===== src/rtl/board_mem_arbiter_if.sv =====
// Request, response and RAM-command bundle between the board RAM arbiter, its two
// requesters (VGA reader, game FSM) and the single-port board RAM.
interface board_mem_arbiter_if #(
   parameter int ADDR_W = 12,
   parameter int DATA_W = 16
);
   logic              vga_req;
   logic [ADDR_W-1:0] vga_addr;
   logic [DATA_W-1:0] vga_rdata;
   logic              vga_rvalid;
   logic              vga_miss;

   logic              fsm_req;
   logic              fsm_we;
   logic [ADDR_W-1:0] fsm_addr;
   logic [DATA_W-1:0] fsm_wdata;
   logic              fsm_gnt;
   logic [DATA_W-1:0] fsm_rdata;
   logic              fsm_rvalid;

   logic [ADDR_W-1:0] mem_addr;
   logic              mem_we;
   logic [DATA_W-1:0] mem_wdata;
   logic [DATA_W-1:0] mem_rdata;

   modport slave (
      input  vga_req, vga_addr, fsm_req, fsm_we, fsm_addr, fsm_wdata, mem_rdata,
      output vga_rdata, vga_rvalid, vga_miss, fsm_gnt, fsm_rdata, fsm_rvalid,
             mem_addr, mem_we, mem_wdata
   );

   modport master (
      output vga_req, vga_addr, fsm_req, fsm_we, fsm_addr, fsm_wdata, mem_rdata,
      input  vga_rdata, vga_rvalid, vga_miss, fsm_gnt, fsm_rdata, fsm_rvalid,
             mem_addr, mem_we, mem_wdata
   );
endinterface


===== src/rtl/board_mem_arbiter.sv =====
// Board RAM arbiter: VGA reads win over FSM commands unless the FSM has lost STARVE_LIMIT times in a row.
// One command per cycle, issued 1 cycle after arbitration, read data 3 cycles after; VGA never stalls.
module board_mem_arbiter #(
   parameter int ADDR_W       = 12,
   parameter int DATA_W       = 16,
   parameter int STARVE_LIMIT = 64
) (
   input  logic               clk,
   input  logic               rst,
   board_mem_arbiter_if.slave bus
);
   localparam int CNT_W = $clog2(STARVE_LIMIT + 1);

   typedef struct packed {
      logic vld;
      logic own_fsm;
      logic miss;
   } tag_t;

   logic [CNT_W-1:0]  starve_cnt_q, starve_cnt_d;
   logic [ADDR_W-1:0] mem_addr_q, mem_addr_d;
   logic              mem_we_q, mem_we_d;
   logic [DATA_W-1:0] mem_wdata_q, mem_wdata_d;
   logic              fsm_gnt_q, fsm_gnt_d;
   tag_t              tag1_q, tag1_d, tag2_q, tag2_d;
   logic [DATA_W-1:0] vga_rdata_q, vga_rdata_d;
   logic [DATA_W-1:0] fsm_rdata_q, fsm_rdata_d;
   logic              vga_rvalid_q, vga_rvalid_d;
   logic              vga_miss_q, vga_miss_d;
   logic              fsm_rvalid_q, fsm_rvalid_d;

   logic fsm_eligible;
   logic starve_hit;
   logic fsm_win;
   logic vga_win;

   always_comb begin
      // A request whose grant is visible this cycle is the one just accepted, not a new one.
      fsm_eligible = bus.fsm_req && !fsm_gnt_q;
      starve_hit   = (starve_cnt_q == CNT_W'(STARVE_LIMIT));
      fsm_win      = fsm_eligible && (!bus.vga_req || starve_hit);
      vga_win      = bus.vga_req && !fsm_win;

      mem_addr_d   = mem_addr_q;
      mem_we_d     = 1'b0;
      mem_wdata_d  = mem_wdata_q;
      if (fsm_win) begin
         mem_addr_d  = bus.fsm_addr;
         mem_we_d    = bus.fsm_we;
         mem_wdata_d = bus.fsm_wdata;
      end else if (vga_win) begin
         mem_addr_d  = bus.vga_addr;
      end
      fsm_gnt_d = fsm_win;

      starve_cnt_d = starve_cnt_q;
      if (!bus.fsm_req || fsm_gnt_q || fsm_win) begin
         starve_cnt_d = '0;
      end else if (!starve_hit) begin
         starve_cnt_d = starve_cnt_q + CNT_W'(1);
      end

      tag1_d.vld     = vga_win || (fsm_win && !bus.fsm_we);
      tag1_d.own_fsm = fsm_win;
      tag1_d.miss    = bus.vga_req && fsm_win;
      tag2_d         = tag1_q;

      // tag2 lines up with the RAM's read data for the command issued last cycle.
      vga_rvalid_d = tag2_q.vld && !tag2_q.own_fsm;
      fsm_rvalid_d = tag2_q.vld && tag2_q.own_fsm;
      vga_miss_d   = tag2_q.miss;
      vga_rdata_d  = vga_rvalid_d ? bus.mem_rdata : vga_rdata_q;
      fsm_rdata_d  = fsm_rvalid_d ? bus.mem_rdata : fsm_rdata_q;
   end

   always_ff @(posedge clk or posedge rst) begin
      if (rst) begin
         starve_cnt_q <= '0;
         mem_addr_q   <= '0;
         mem_we_q     <= 1'b0;
         mem_wdata_q  <= '0;
         fsm_gnt_q    <= 1'b0;
         tag1_q       <= '0;
         tag2_q       <= '0;
         vga_rdata_q  <= '0;
         fsm_rdata_q  <= '0;
         vga_rvalid_q <= 1'b0;
         vga_miss_q   <= 1'b0;
         fsm_rvalid_q <= 1'b0;
      end else begin
         starve_cnt_q <= starve_cnt_d;
         mem_addr_q   <= mem_addr_d;
         mem_we_q     <= mem_we_d;
         mem_wdata_q  <= mem_wdata_d;
         fsm_gnt_q    <= fsm_gnt_d;
         tag1_q       <= tag1_d;
         tag2_q       <= tag2_d;
         vga_rdata_q  <= vga_rdata_d;
         fsm_rdata_q  <= fsm_rdata_d;
         vga_rvalid_q <= vga_rvalid_d;
         vga_miss_q   <= vga_miss_d;
         fsm_rvalid_q <= fsm_rvalid_d;
      end
   end

   assign bus.mem_addr   = mem_addr_q;
   assign bus.mem_we     = mem_we_q;
   assign bus.mem_wdata  = mem_wdata_q;
   assign bus.fsm_gnt    = fsm_gnt_q;
   assign bus.fsm_rdata  = fsm_rdata_q;
   assign bus.fsm_rvalid = fsm_rvalid_q;
   assign bus.vga_rdata  = vga_rdata_q;
   assign bus.vga_rvalid = vga_rvalid_q;
   assign bus.vga_miss   = vga_miss_q;
endmodule

===== src/flat_wrapper.sv =====
// flat-port wrapper written by rule: the top's interface ports become plain ports
module board_mem_arbiter_flat 
#(
   parameter int ADDR_W       = 12,
   parameter int DATA_W       = 16,
   parameter int STARVE_LIMIT = 64
)
  (clk, rst, bus_vga_req, bus_vga_addr, bus_fsm_req, bus_fsm_we, bus_fsm_addr, bus_fsm_wdata, bus_mem_rdata, bus_vga_rdata, bus_vga_rvalid, bus_vga_miss, bus_fsm_gnt, bus_fsm_rdata, bus_fsm_rvalid, bus_mem_addr, bus_mem_we, bus_mem_wdata);
  board_mem_arbiter_if #(.ADDR_W(ADDR_W), .DATA_W(DATA_W)) bus_i ();
  input  logic clk;
  input  logic rst;
  input wire logic [$bits(bus_i.vga_req)-1:0] bus_vga_req;
  input wire logic [$bits(bus_i.vga_addr)-1:0] bus_vga_addr;
  input wire logic [$bits(bus_i.fsm_req)-1:0] bus_fsm_req;
  input wire logic [$bits(bus_i.fsm_we)-1:0] bus_fsm_we;
  input wire logic [$bits(bus_i.fsm_addr)-1:0] bus_fsm_addr;
  input wire logic [$bits(bus_i.fsm_wdata)-1:0] bus_fsm_wdata;
  input wire logic [$bits(bus_i.mem_rdata)-1:0] bus_mem_rdata;
  output wire logic [$bits(bus_i.vga_rdata)-1:0] bus_vga_rdata;
  output wire logic [$bits(bus_i.vga_rvalid)-1:0] bus_vga_rvalid;
  output wire logic [$bits(bus_i.vga_miss)-1:0] bus_vga_miss;
  output wire logic [$bits(bus_i.fsm_gnt)-1:0] bus_fsm_gnt;
  output wire logic [$bits(bus_i.fsm_rdata)-1:0] bus_fsm_rdata;
  output wire logic [$bits(bus_i.fsm_rvalid)-1:0] bus_fsm_rvalid;
  output wire logic [$bits(bus_i.mem_addr)-1:0] bus_mem_addr;
  output wire logic [$bits(bus_i.mem_we)-1:0] bus_mem_we;
  output wire logic [$bits(bus_i.mem_wdata)-1:0] bus_mem_wdata;
  assign bus_i.vga_req = bus_vga_req;
  assign bus_i.vga_addr = bus_vga_addr;
  assign bus_i.fsm_req = bus_fsm_req;
  assign bus_i.fsm_we = bus_fsm_we;
  assign bus_i.fsm_addr = bus_fsm_addr;
  assign bus_i.fsm_wdata = bus_fsm_wdata;
  assign bus_i.mem_rdata = bus_mem_rdata;
  assign bus_vga_rdata = bus_i.vga_rdata;
  assign bus_vga_rvalid = bus_i.vga_rvalid;
  assign bus_vga_miss = bus_i.vga_miss;
  assign bus_fsm_gnt = bus_i.fsm_gnt;
  assign bus_fsm_rdata = bus_i.fsm_rdata;
  assign bus_fsm_rvalid = bus_i.fsm_rvalid;
  assign bus_mem_addr = bus_i.mem_addr;
  assign bus_mem_we = bus_i.mem_we;
  assign bus_mem_wdata = bus_i.mem_wdata;
  board_mem_arbiter #(.ADDR_W(ADDR_W), .DATA_W(DATA_W), .STARVE_LIMIT(STARVE_LIMIT)) u_core (.clk(clk), .rst(rst), .bus(bus_i));
endmodule

===== config.mk =====
export PLATFORM = sky130hd
export DESIGN_NAME = board_mem_arbiter_flat
export DESIGN_NICKNAME = d
export VERILOG_FILES = /design/src/rtl/board_mem_arbiter_if.sv /design/src/rtl/board_mem_arbiter.sv /design/src/flat_wrapper.sv
export SDC_FILE = /design/constraint.sdc
export NUM_CORES = 1
export LEC_CHECK = 0
export BUFFER_PORTS_ARGS = -buffer_cell sky130_fd_sc_hd__buf_4
export CORE_MARGIN = 4
export CORE_UTILIZATION = 35
export DETAILED_ROUTE_END_ITERATION = 7
export GPL_TIMING_DRIVEN = 0
export SLEW_MARGIN = 0
export SYNTH_ARGS = -nofsm -noshare
export SYNTH_HDL_FRONTEND = slang
export SYNTH_SLANG_ARGS = --single-unit

===== constraint.sdc =====
create_clock -name clk -period 4.4 [get_ports clk]
set_input_delay 0.44 -clock clk [delete_from_list [all_inputs] [get_ports clk]]
set_output_delay 0.44 -clock clk [all_outputs]
set_load 0.05 [all_outputs]

; Word level (Yosys, flattened, before mapping)
; Index checks and enable logic that the tools add are counted.
[word_totals]
out_inout_bits = 65
wordCells = 41
inputBits = 61
reg_bits = 77
[op_classes]
eq_ne = 2
reduce_logical = 18
n_mux = 5
n_addsub = 1
[op_table]
columns = operator, n
row1 = $mux 12, 2
row2 = $mux 7, 2
row3 = $add 7x1->7 const B, 1
row4 = $eq 7x7->1 const B, 1
row5 = $logic_and 1x1->1, 7
row6 = $logic_not 1->1, 6
row7 = $logic_or 1x1->1, 4
row8 = $ne 2x2->1 const B, 1
row9 = $reduce_bool 2->1, 1
row10 = $mux 1, 1

; Depth between registers and ports, before layout
; Gate-level depths: netlist (run 1).
[depth]
depth_word = 7
depth_mapped = 6
mapped_depth_nobuf = 5

; Worst setup path before layout (run 1)
; Ideal clock, no wire load.
[synth_path]
kind = register to register
startpoint = register u_core.starve_cnt_q[2]
endpoint = register u_core.mem_wdata_q[0], in the netlist u_core.bus.mem_wdata[0]
period_less_slack_ns = 1.902
slack_ns = 2.498
setup_time_ns = 0.125
required_time_ns = 4.275
path_buffers = 2
arrival_time_ns = 1.777
stages_incl_launch_ff = 6
path_cell_list = dfrtp_1 -> or4_1 -> buf_2 -> o22ai_4 -> buf_8 -> mux2_2
[synth_via]
elab_chain_len = 3
[synth_lines]
columns = item, line_no
row1 = from (decl), board_mem_arbiter.sv:20  ; logic [CNT_W-1:0] starve_cnt_q, starve_cnt_d;
row2 = from (signal assigned), board_mem_arbiter.sv:91  ; starve_cnt_q <= starve_cnt_d;
row3 = $eq 7x7->1, board_mem_arbiter.sv:40  ; starve_hit = (starve_cnt_q == CNT_W'(STARVE_LIMIT));
row4 = $logic_or 1x1->1, board_mem_arbiter.sv:41  ; fsm_win = fsm_eligible && (!bus.vga_req || starve_hit);
row5 = $logic_and 1x1->1, board_mem_arbiter.sv:41
row6 = net u_core.fsm_gnt_d, board_mem_arbiter.sv:24  ; logic fsm_gnt_q, fsm_gnt_d;
row7 = to (signal assigned), board_mem_arbiter.sv:94  ; mem_wdata_q <= mem_wdata_d;
row8 = to (decl), board_mem_arbiter.sv:23  ; logic [DATA_W-1:0] mem_wdata_q, mem_wdata_d;
; The timed path passes the listed nets, and every way through them passes these cells.
; A chain may end at the register's enable or synchronous reset.

; Worst setup path in the final report (run 1)
[layout_path]
startpoint = register u_core.starve_cnt_q[2]
endpoint = register u_core.mem_wdata_q[3], in the netlist u_core.bus.mem_wdata[3]
; Same word-level chain as after synthesis.

==> impl_metrics.json, run 1 <==
{
  "drc": 0,
  "die_y_um": 103,
  "cts_made_buffers": 9,
  "slew_headroom_pct": 59.8,
  "clk_path_buf_depth": 2,
  "yosys-top-cells-area": "dfrtp_1 (62%), mux2_2 (17%), a221o_1 (3.8%)",
  "setup_viol_count_final": 0,
  "fmax_mhz": 479,
  "skew_ps": 9.69,
  "die_x_um": 103,
  "crit_path_end_kind": "register",
  "p_per_area_nw_per_um2": 472,
  "maxCapViolations": 0,
  "dieArea_sq_um": 10500,
  "post-dp-hpwl_mm": 5.54,
  "synth_cells": 227,
  "post_cts_buffers": 0,
  "ys_ff_latch": 77,
  "vias_per_cell": 4.90,
  "synth_nets": 290,
  "port_buffers": 124,
  "hold_class": "input port to asynchronous set/reset pin",
  "wirelength_mm": 7.48,
  "nNetsFinal": 426,
  "cts_tree": "yes",
  "routedWlPerCell_um": 15.7,
  "ys_types": 30,
  "ctsResizeCount": 0,
  "synth_area_sq_um": 3130,
  "cts_root_buf": "clkbuf_8",
  "worst-path-max-fanout": 10,
  "ys.flop_type": "dfrtp_1",
  "cts-htree-levels": 3,
  "async_reset_ff_share_pct": 100,
  "seq_area_frac_synth_pct": 61.6,
  "grt_max_degree": 52,
  "clkLatencyLatePin_ps": 340,
  "drv_slew": 0,
  "fin_crit_sh_pct": 47.4,
  "initial_core_util_pct": 35.9,
  "drt_iter0_drc": 50,
  "grt_pass1_vias": 2439,
  "core_sq_um": 8720,
  "track_usage_pct": 14.9,
  "p_leak_nw": 2.09,
  "layout-drive-gt1-share_pct": 52.7,
  "yosysTopAreaCell": "dfrtp_1",
  "critPathKind": "register to register",
  "final_util_pct": 50.8,
  "antenna_found_initial": 0,
  "synth_top_area_share_pct": 61.6,
  "max-vdd-ir-drop_uv": 151,
  "worst_slack_ps": 2310,
  "pre_cts_ws_ps": 2310,
  "worstMarginPinSlew_ps": 602,
  "vias": 2332,
  "synth_warnings": 0,
  "gp_congestion": 0.758,
  "rows": 34,
  "layout-area-overhead-vs-synth_pct": 41.5,
  "final_antenna_net_count": 0,
  "synth-edff-count": 0,
  "crit_arrival_ps": 2320,
  "drtPass1Iterations": 5,
  "ios": 126,
  "grt_pass1_wl_mm": 12.1,
  "hold_violations": 0,
  "start_kind": "register",
  "antenna_cells": 0,
  "final_common_cell": "buf_4",
  "cts_sinks": 77,
  "cp.required_ps": 4630,
  "final_cell_mix": "buf_4 (124), dfrtp_1 (77), mux2_2 (48)",
  "grt-ovfl-total": 0,
  "outcome": "finished, final reports clean",
  "setup_tns_ps": 0,
  "fin_crit_ps": 2090,
  "path_clk_slew_ps": 80,
  "reg2reg_slack_ps": 2310,
  "holdBufCountCts": 0,
  "synth.avg_cell_area_sq_um": 13.8,
  "grt_setup_unrepaired": "false"
}
-- where the power goes --
part,total (mW),internal (mW),switching [mW]
sequential,0.853,0.802,0.0501
clock,0.537,0.279,0.258
combinational,0.702,0.243,0.459
total,2.09,1.32,0.767
-- final cells by class --
class                      instances  area [sq um]
buffer                            13          70.1
clock buffer                      11           141
clock inverter                     5          60.1
fill                             806          4290
inverter                          19          73.8
multi-input combinational        118          1060
sequential                        77          1930
tap                              108           135
timing repair buffer             125           958
-- state kept, by name, indices dropped and copies added, names as in the netlist --
name,flops
u_core.bus.fsm_gnt,1
u_core.bus.fsm_rdata,16
u_core.bus.fsm_rvalid,1
u_core.bus.mem_addr,12
u_core.bus.mem_wdata,16
u_core.bus.mem_we,1
u_core.bus.vga_miss,1
u_core.bus.vga_rdata,16
u_core.bus.vga_rvalid,1
u_core.starve_cnt_q,7
u_core.tag1_q,2
u_core.tag2_q,2
u_core.vga_miss_d,1
-- layer usage --
| metal | track usage (%) | up-vias | routed length [um] | share of wire (%) |
|---|---|---|---|---|
| li1 | - | 1079 | - | - |
| met3 | 3.11 | 13 | 607 | 8.1 |
| met5 | 0 | - | 0 | 0 |
| met2 | 24.0 | 87 | 3510 | 47 |
| met1 | 19.9 | 1153 | 3260 | 44 |
| met4 | 5.65 | 0 | 112 | 1.5 |
-- stage by stage --
step	std cells	hold WS [ps]	power, mW	cell area, sq um
6_report	476	85.2	2.09	4430
5_1_grt	476	100	2.20	4430
4_1_cts	476	80.7	2.12	4430
3_5_place_dp	460	336	1.58	4230
3_3_place_gp	459	333	1.57	4200
2_1_floorplan	227	331	1.33	3130
-- path summary, 6_finish.rpt --
kind / from / to / cells after the start
min: rst / u_core.bus.mem_wdata[8]$_DFFE_PP0P_ / 2
max in group asynchronous: rst / u_core.bus.mem_wdata[13]$_DFFE_PP0P_ / 3
min reg2reg: u_core.tag1_q[2]$_DFF_PP0_ / u_core.tag2_q[2]$_DFF_PP0_ / 0
min in group clk: bus_fsm_wdata[11] / u_core.bus.mem_wdata[11]$_DFFE_PP0P_ / 2
max: u_core.starve_cnt_q[2]$_DFFE_PP0P_ / u_core.bus.mem_wdata[3]$_DFFE_PP0P_ / 5
max reg2reg: u_core.starve_cnt_q[2]$_DFFE_PP0P_ / u_core.bus.mem_wdata[3]$_DFFE_PP0P_ / 5
-- kinds of logic (layout without fill, tap and decap cells) --
logic type / Yosys count / after routing / share of synthesized area [%]
buffers and inverters: 32 / 173 / 4.52
AO/OA/AOI/OAI: 32 / 32 / 8.72
XOR/XNOR: 3 / 3 / 0.840
AND/OR/NAND/NOR: 33 / 33 / 6.28
multiplexers: 48 / 48 / 17.3
flip-flops: 77 / 77 / 61.6
adder cells (fa/ha/maj): 2 / 2 / 0.800
-- worst max-delay path, cell delays in order, from the launching register on --
cell and delay, ps:
dfrtp_1 430, or4_1 530, buf_2 180, o22ai_4 300, buf_8 190, mux2_2 340
-- cell usage after synthesis, drive strengths merged, types with 2 or more instances --
library cell and count:
a211oi 12, a21oi 2, a221o 12, buf 6, clkbuf 7, dfrtp 77
ha 2, inv 19, mux2 48, nand2 4, nand3 3, nor2 6
nor3b 12, o21ai 2, o22ai 2, or3 2, xor2 2
No activity file was read; power rests on OpenSTA's default activity.
==> run 2, diff against run 1 <==
Clock period 4.4 ns to 2.1 ns, I/O delays scaled along.
==> impl_metrics.json, run 2 (synthesis gave the netlist of run 1 again) <==
{
  "antenna_found_initial": 0,
  "clk_path_buf_depth": 2,
  "fin_crit_ps": 1980,
  "final_util_pct": 51.5,
  "layout-drive-gt1-share_pct": 53.1,
  "dieArea_sq_um": 10500,
  "drt_iter0_drc": 54,
  "final_antenna_net_count": 0,
  "p_leak_nw": 2.12,
  "critPathBufInv": 2,
  "die_x_um": 103,
  "port_buffers": 124,
  "pre_cts_ws_ps": -29.1,
  "grt_max_degree": 37,
  "crit_arrival_ps": 2200,
  "clkLatencyLatePin_ps": 340,
  "crit_slowest_cell": "or4_1",
  "maxCapViolations": 0,
  "cts_made_buffers": 9,
  "startpoint": "u_core.starve_cnt_q[2]$_DFFE_PP0P_",
  "max_stage_delay_ps": 550,
  "ios": 126,
  "grt_pass1_wl_mm": 12.1,
  "cts_tree": "yes",
  "post-dp-hpwl_mm": 5.62,
  "ctsResizeCount": 0,
  "drv_slew": 0,
  "drc": 0,
  "core_sq_um": 8720,
  "worst_slack_ps": 124,
  "grt_pass1_vias": 2425,
  "cts-htree-levels": 3,
  "track_usage_pct": 14.9,
  "crit_path_end_kind": "register",
  "grt_use_met3_pct": 4.33,
  "die_y_um": 103,
  "reg2reg_from": "u_core.starve_cnt_q[2]$_DFFE_PP0P_",
  "start_kind": "register",
  "grt_util_met1_pct": 19.9,
  "vias": 2319,
  "initial_core_util_pct": 35.9,
  "wirelength_mm": 7.42,
  "fmax_mhz": 506,
  "cp_top_family": "simple AND/OR/NAND/NOR gates",
  "layout-area-overhead-vs-synth_pct": 43.6,
  "vias_per_cell": 4.84,
  "grt-ovfl-total": 0,
  "slew_headroom_pct": 58.4,
  "cts_root_buf": "clkbuf_8",
  "antenna_cells": 0,
  "gp_congestion": 0.762,
  "busiest_layer": "met2",
  "fin_crit_sh_pct": 94.1,
  "cp.required_ps": 2330,
  "final_cell_mix": "buf_4 (124), dfrtp_1 (77), mux2_2 (48)",
  "worst-path-max-fanout": 10,
  "outcome": "finished, final reports clean",
  "p_per_area_nw_per_um2": 1000,
  "setup_viol_count_final": 0,
  "whs_ps": 87.0,
  "critPathKind": "register to register",
  "crit_chain": "or4_1, buf_2, o22ai_4, buf_8, mux2_2",
  "grt_setup_unrepaired": "false",
  "max-vdd-ir-drop_uv": 322,
  "drtPass1Iterations": 4,
  "path_clk_slew_ps": 80,
  "cts_sinks": 77,
  "routedWlPerCell_um": 15.5,
  "grtUsageMet2_pct": 24.1,
  "worstMarginPinSlew_ps": 623,
  "hold_violations": 0,
  "hold_start": "bus_fsm_we",
  "nNetsFinal": 429,
  "fill_cells": 789,
  "hold_class": "input port to register",
  "skew_ps": 5.26,
  "final_common_cell": "buf_4",
  "rows": 34
}
==> run 2: through the flow <==
stage	power (mW)	area [sq um]	setup TNS [ps]	std cells
finish	4.50	4490	0	479
global route	4.73	4490	0	479
CTS	4.57	4490	0	479
detailed placement	3.31	4240	-202	461
global placement	3.28	4200	-93.9	459
floorplan	2.79	3130	0	227
==> run 2: power by group <==
part / switching, mW / internal, mW
logic: 0.961 / 0.517
registers: 0.102 / 1.68
clock network: 0.543 / 0.700
==> run 2: final timing paths <==
kind	end	slack, ps	cells after the start
worst min register to register	u_core.vga_miss_d$_DFF_PP0_	350	0
worst min-delay path	u_core.tag1_q[2]$_DFF_PP0_	90	2
worst max register to register	u_core.bus.mem_wdata[0]$_DFFE_PP0P_	120	5
min in group asynchronous	u_core.bus.fsm_rdata[15]$_DFFE_PP0P_	430	3
max in group asynchronous	u_core.vga_miss_d$_DFF_PP0_	1150	4
worst max-delay path	u_core.bus.mem_wdata[0]$_DFFE_PP0P_	120	5
==> run 2: area by class of cell <==
cell class	count	area [sq um]	share of cell area, %
clock buffers	10	138	3.06
well taps	108	135	3.01
plain buffers	13	70.1	1.56
repair buffers	128	1000	22.3
multi-input cells	118	1060	23.6
clock inverters	6	86.3	1.92
inverters	19	75.1	1.67
flip-flops and latches	77	1930	42.9
==> run 2: layer usage <==
metal  share of wire, %  up-vias
met5                  0        -
met4               0.82        0
met3                8.7        8
met2                 47       89
met1                 44     1128
li1                   -     1094
==> run 2: worst register-to-register path, stage by stage, from the launching register on <==
cell and delay (ps):
dfrtp_1 430, or4_1 550, buf_2 180, o22ai_4 200
buf_8 180, mux2_2 340
==> run 2: repair_timing <==
item	CTS	global route
setup buffers	1	0
endpoints found under the setup margin	8	0
endpoints found under the hold margin	16	0
hold buffers	1	0
==> run 3, diff against run 2 <==
Settings changed: CORE_ASPECT_RATIO from default to 1.1, CORE_MARGIN 4 to 2.
==> impl_metrics.json, run 3 (synthesis gave the netlist of run 1 again) <==
{
  "ios": 126,
  "worstMarginPinSlew_ps": 617,
  "hold_class": "input port to register",
  "setup_viol_count_final": 0,
  "intPower_mw": 2.77,
  "stdcell_area_sq_um": 4460,
  "post-dp-hpwl_mm": 5.32,
  "swShare_pct": 35.9,
  "pwr-share-comb_pct": 34.2,
  "die_y_um": 103,
  "port_buffers": 124,
  "fmax_mhz": 503,
  "clk_path_buf_depth": 2,
  "cts-htree-levels": 3,
  "fin_crit_ps": 1990,
  "initial_core_util_pct": 35.6,
  "whs_ps": 73.8,
  "hold_start": "bus_fsm_we",
  "slew_headroom_pct": 58.8,
  "layout-drive-gt1-share_pct": 52.3,
  "maxCapViolations": 0,
  "antenna_cells": 0,
  "final_common_cell": "buf_4",
  "drv_slew": 0,
  "grt-ovfl-total": 0,
  "path_clk_slew_ps": 70,
  "cts_sinks": 77,
  "cts_made_buffers": 9,
  "hold_violations": 0,
  "final_antenna_net_count": 0,
  "drt_iter0_drc": 43,
  "start_kind": "register",
  "wirelength_mm": 7.09,
  "die_x_um": 94.2,
  "reg2reg_from": "u_core.starve_cnt_q[2]$_DFFE_PP0P_",
  "placed_cell_area_sq_um": 4250,
  "drtPass1Iterations": 4,
  "worst_slack_ps": 114,
  "antenna_found_initial": 0,
  "crit_path_end_kind": "register",
  "crit_arrival_ps": 2210,
  "skew_ps": 5.53,
  "cts_root_buf": "clkbuf_8",
  "p_per_area_nw_per_um2": 969,
  "gp_congestion": 0.729,
  "track_usage_pct": 15.1,
  "critPathKind": "register to register",
  "max-vdd-ir-drop_uv": 305,
  "startpoint": "u_core.starve_cnt_q[2]$_DFFE_PP0P_",
  "vias": 2313,
  "outcome": "finished, final reports clean",
  "dieArea_sq_um": 9710,
  "routedWlPerCell_um": 14.7,
  "grt_pass1_vias": 2362,
  "p_leak_nw": 2.10,
  "core_sq_um": 8780,
  "final_cell_mix": "buf_4 (124), dfrtp_1 (77), mux2_2 (48)",
  "drc": 0,
  "layout-area-overhead-vs-synth_pct": 42.4,
  "grt_pass1_wl_mm": 11.2,
  "clkLatencyLatePin_ps": 340,
  "power_frac_seq_pct": 41.3,
  "cts_tree": "yes",
  "place_inst": 467,
  "grt_setup_unrepaired": "false",
  "grt_max_degree": 32,
  "worst-path-max-fanout": 10,
  "fin_crit_sh_pct": 94.6,
  "nNetsFinal": 429,
  "vias_per_cell": 4.79,
  "p_sw_mw": 1.55,
  "pwr-share-clk_pct": 24.5,
  "rows": 36,
  "fill_cells": 790,
  "cp.required_ps": 2320,
  "instances_no_fill": 483,
  "pre_cts_ws_ps": -15.2
}
run 3: cell type report:
cell class | count | area (sq um) | area share (%)
clock buffers | 12 | 145 | 3.26
well taps | 114 | 143 | 3.20
inverters | 19 | 75.1 | 1.68
repair buffers | 128 | 1000 | 22.5
multi-input cells | 118 | 1060 | 23.8
clock inverters | 2 | 35.0 | 0.786
flip-flops and latches | 77 | 1930 | 43.2
plain buffers | 13 | 70.1 | 1.57
run 3: worst max-delay path: stages, from the launching register on:
cell and delay (ps):
dfrtp_1 430, or4_1 540, buf_2 180, o22ai_4 210
buf_8 180, mux2_2 330
run 3: per-stage QoR:
stage / power (mW) / TNS, ps / utilization (%)
2_1_floorplan: 2.79 / 0 / -
3_3_place_gp: 3.27 / -148 / 47.9
3_5_place_dp: 3.30 / -75.6 / 48.3
4_1_cts: 4.39 / 0 / 50.7
5_1_grt: 4.54 / 0 / 50.7
6_report: 4.32 / 0 / 50.7
run 3: path summary, 6_finish.rpt:
| check | to | depth (start not counted) | slack [ps] |
|---|---|---|---|
| min in group asynchronous | u_core.bus.vga_rdata[3]$_DFFE_PP0P_ | 3 | 460 |
| worst max register to register | u_core.bus.mem_wdata[0]$_DFFE_PP0P_ | 5 | 110 |
| worst min-delay path | u_core.tag1_q[2]$_DFF_PP0_ | 2 | 70 |
| max in group asynchronous | u_core.bus.mem_addr[8]$_DFFE_PP0P_ | 5 | 920 |
| worst max-delay path | u_core.bus.mem_wdata[0]$_DFFE_PP0P_ | 5 | 110 |
| worst min register to register | u_core.vga_miss_d$_DFF_PP0_ | 0 | 350 |
run 3: per-layer routing:
| metal | vias up | track usage, % | wire length (um) |
|---|---|---|---|
| met5 | - | 0 | 0 |
| met4 | 0 | 6.69 | 83 |
| met3 | 9 | 4.42 | 479 |
| met2 | 89 | 23.9 | 3360 |
| met1 | 1129 | 19.4 | 3170 |
| li1 | 1086 | - | - |
run 3: what timing repair did:
action / in CTS / in global routing
pin swaps: 1 / 0
hold endpoints to repair: 21 / 0
hold buffers: 1 / 0
gates resized for setup: 0 / 1
setup buffers: 1 / 0
setup endpoints to repair: 8 / 7
run 3: power by group through the flow:
stage	registers (mW)	logic, mW	clock network, mW
after floorplan	2.50	0.285	0
after detailed placement	1.81	1.48	0
after global routing	1.81	1.55	1.18
after global placement	1.81	1.46	0
final	1.78	1.47	1.06
after CTS	1.79	1.49	1.11
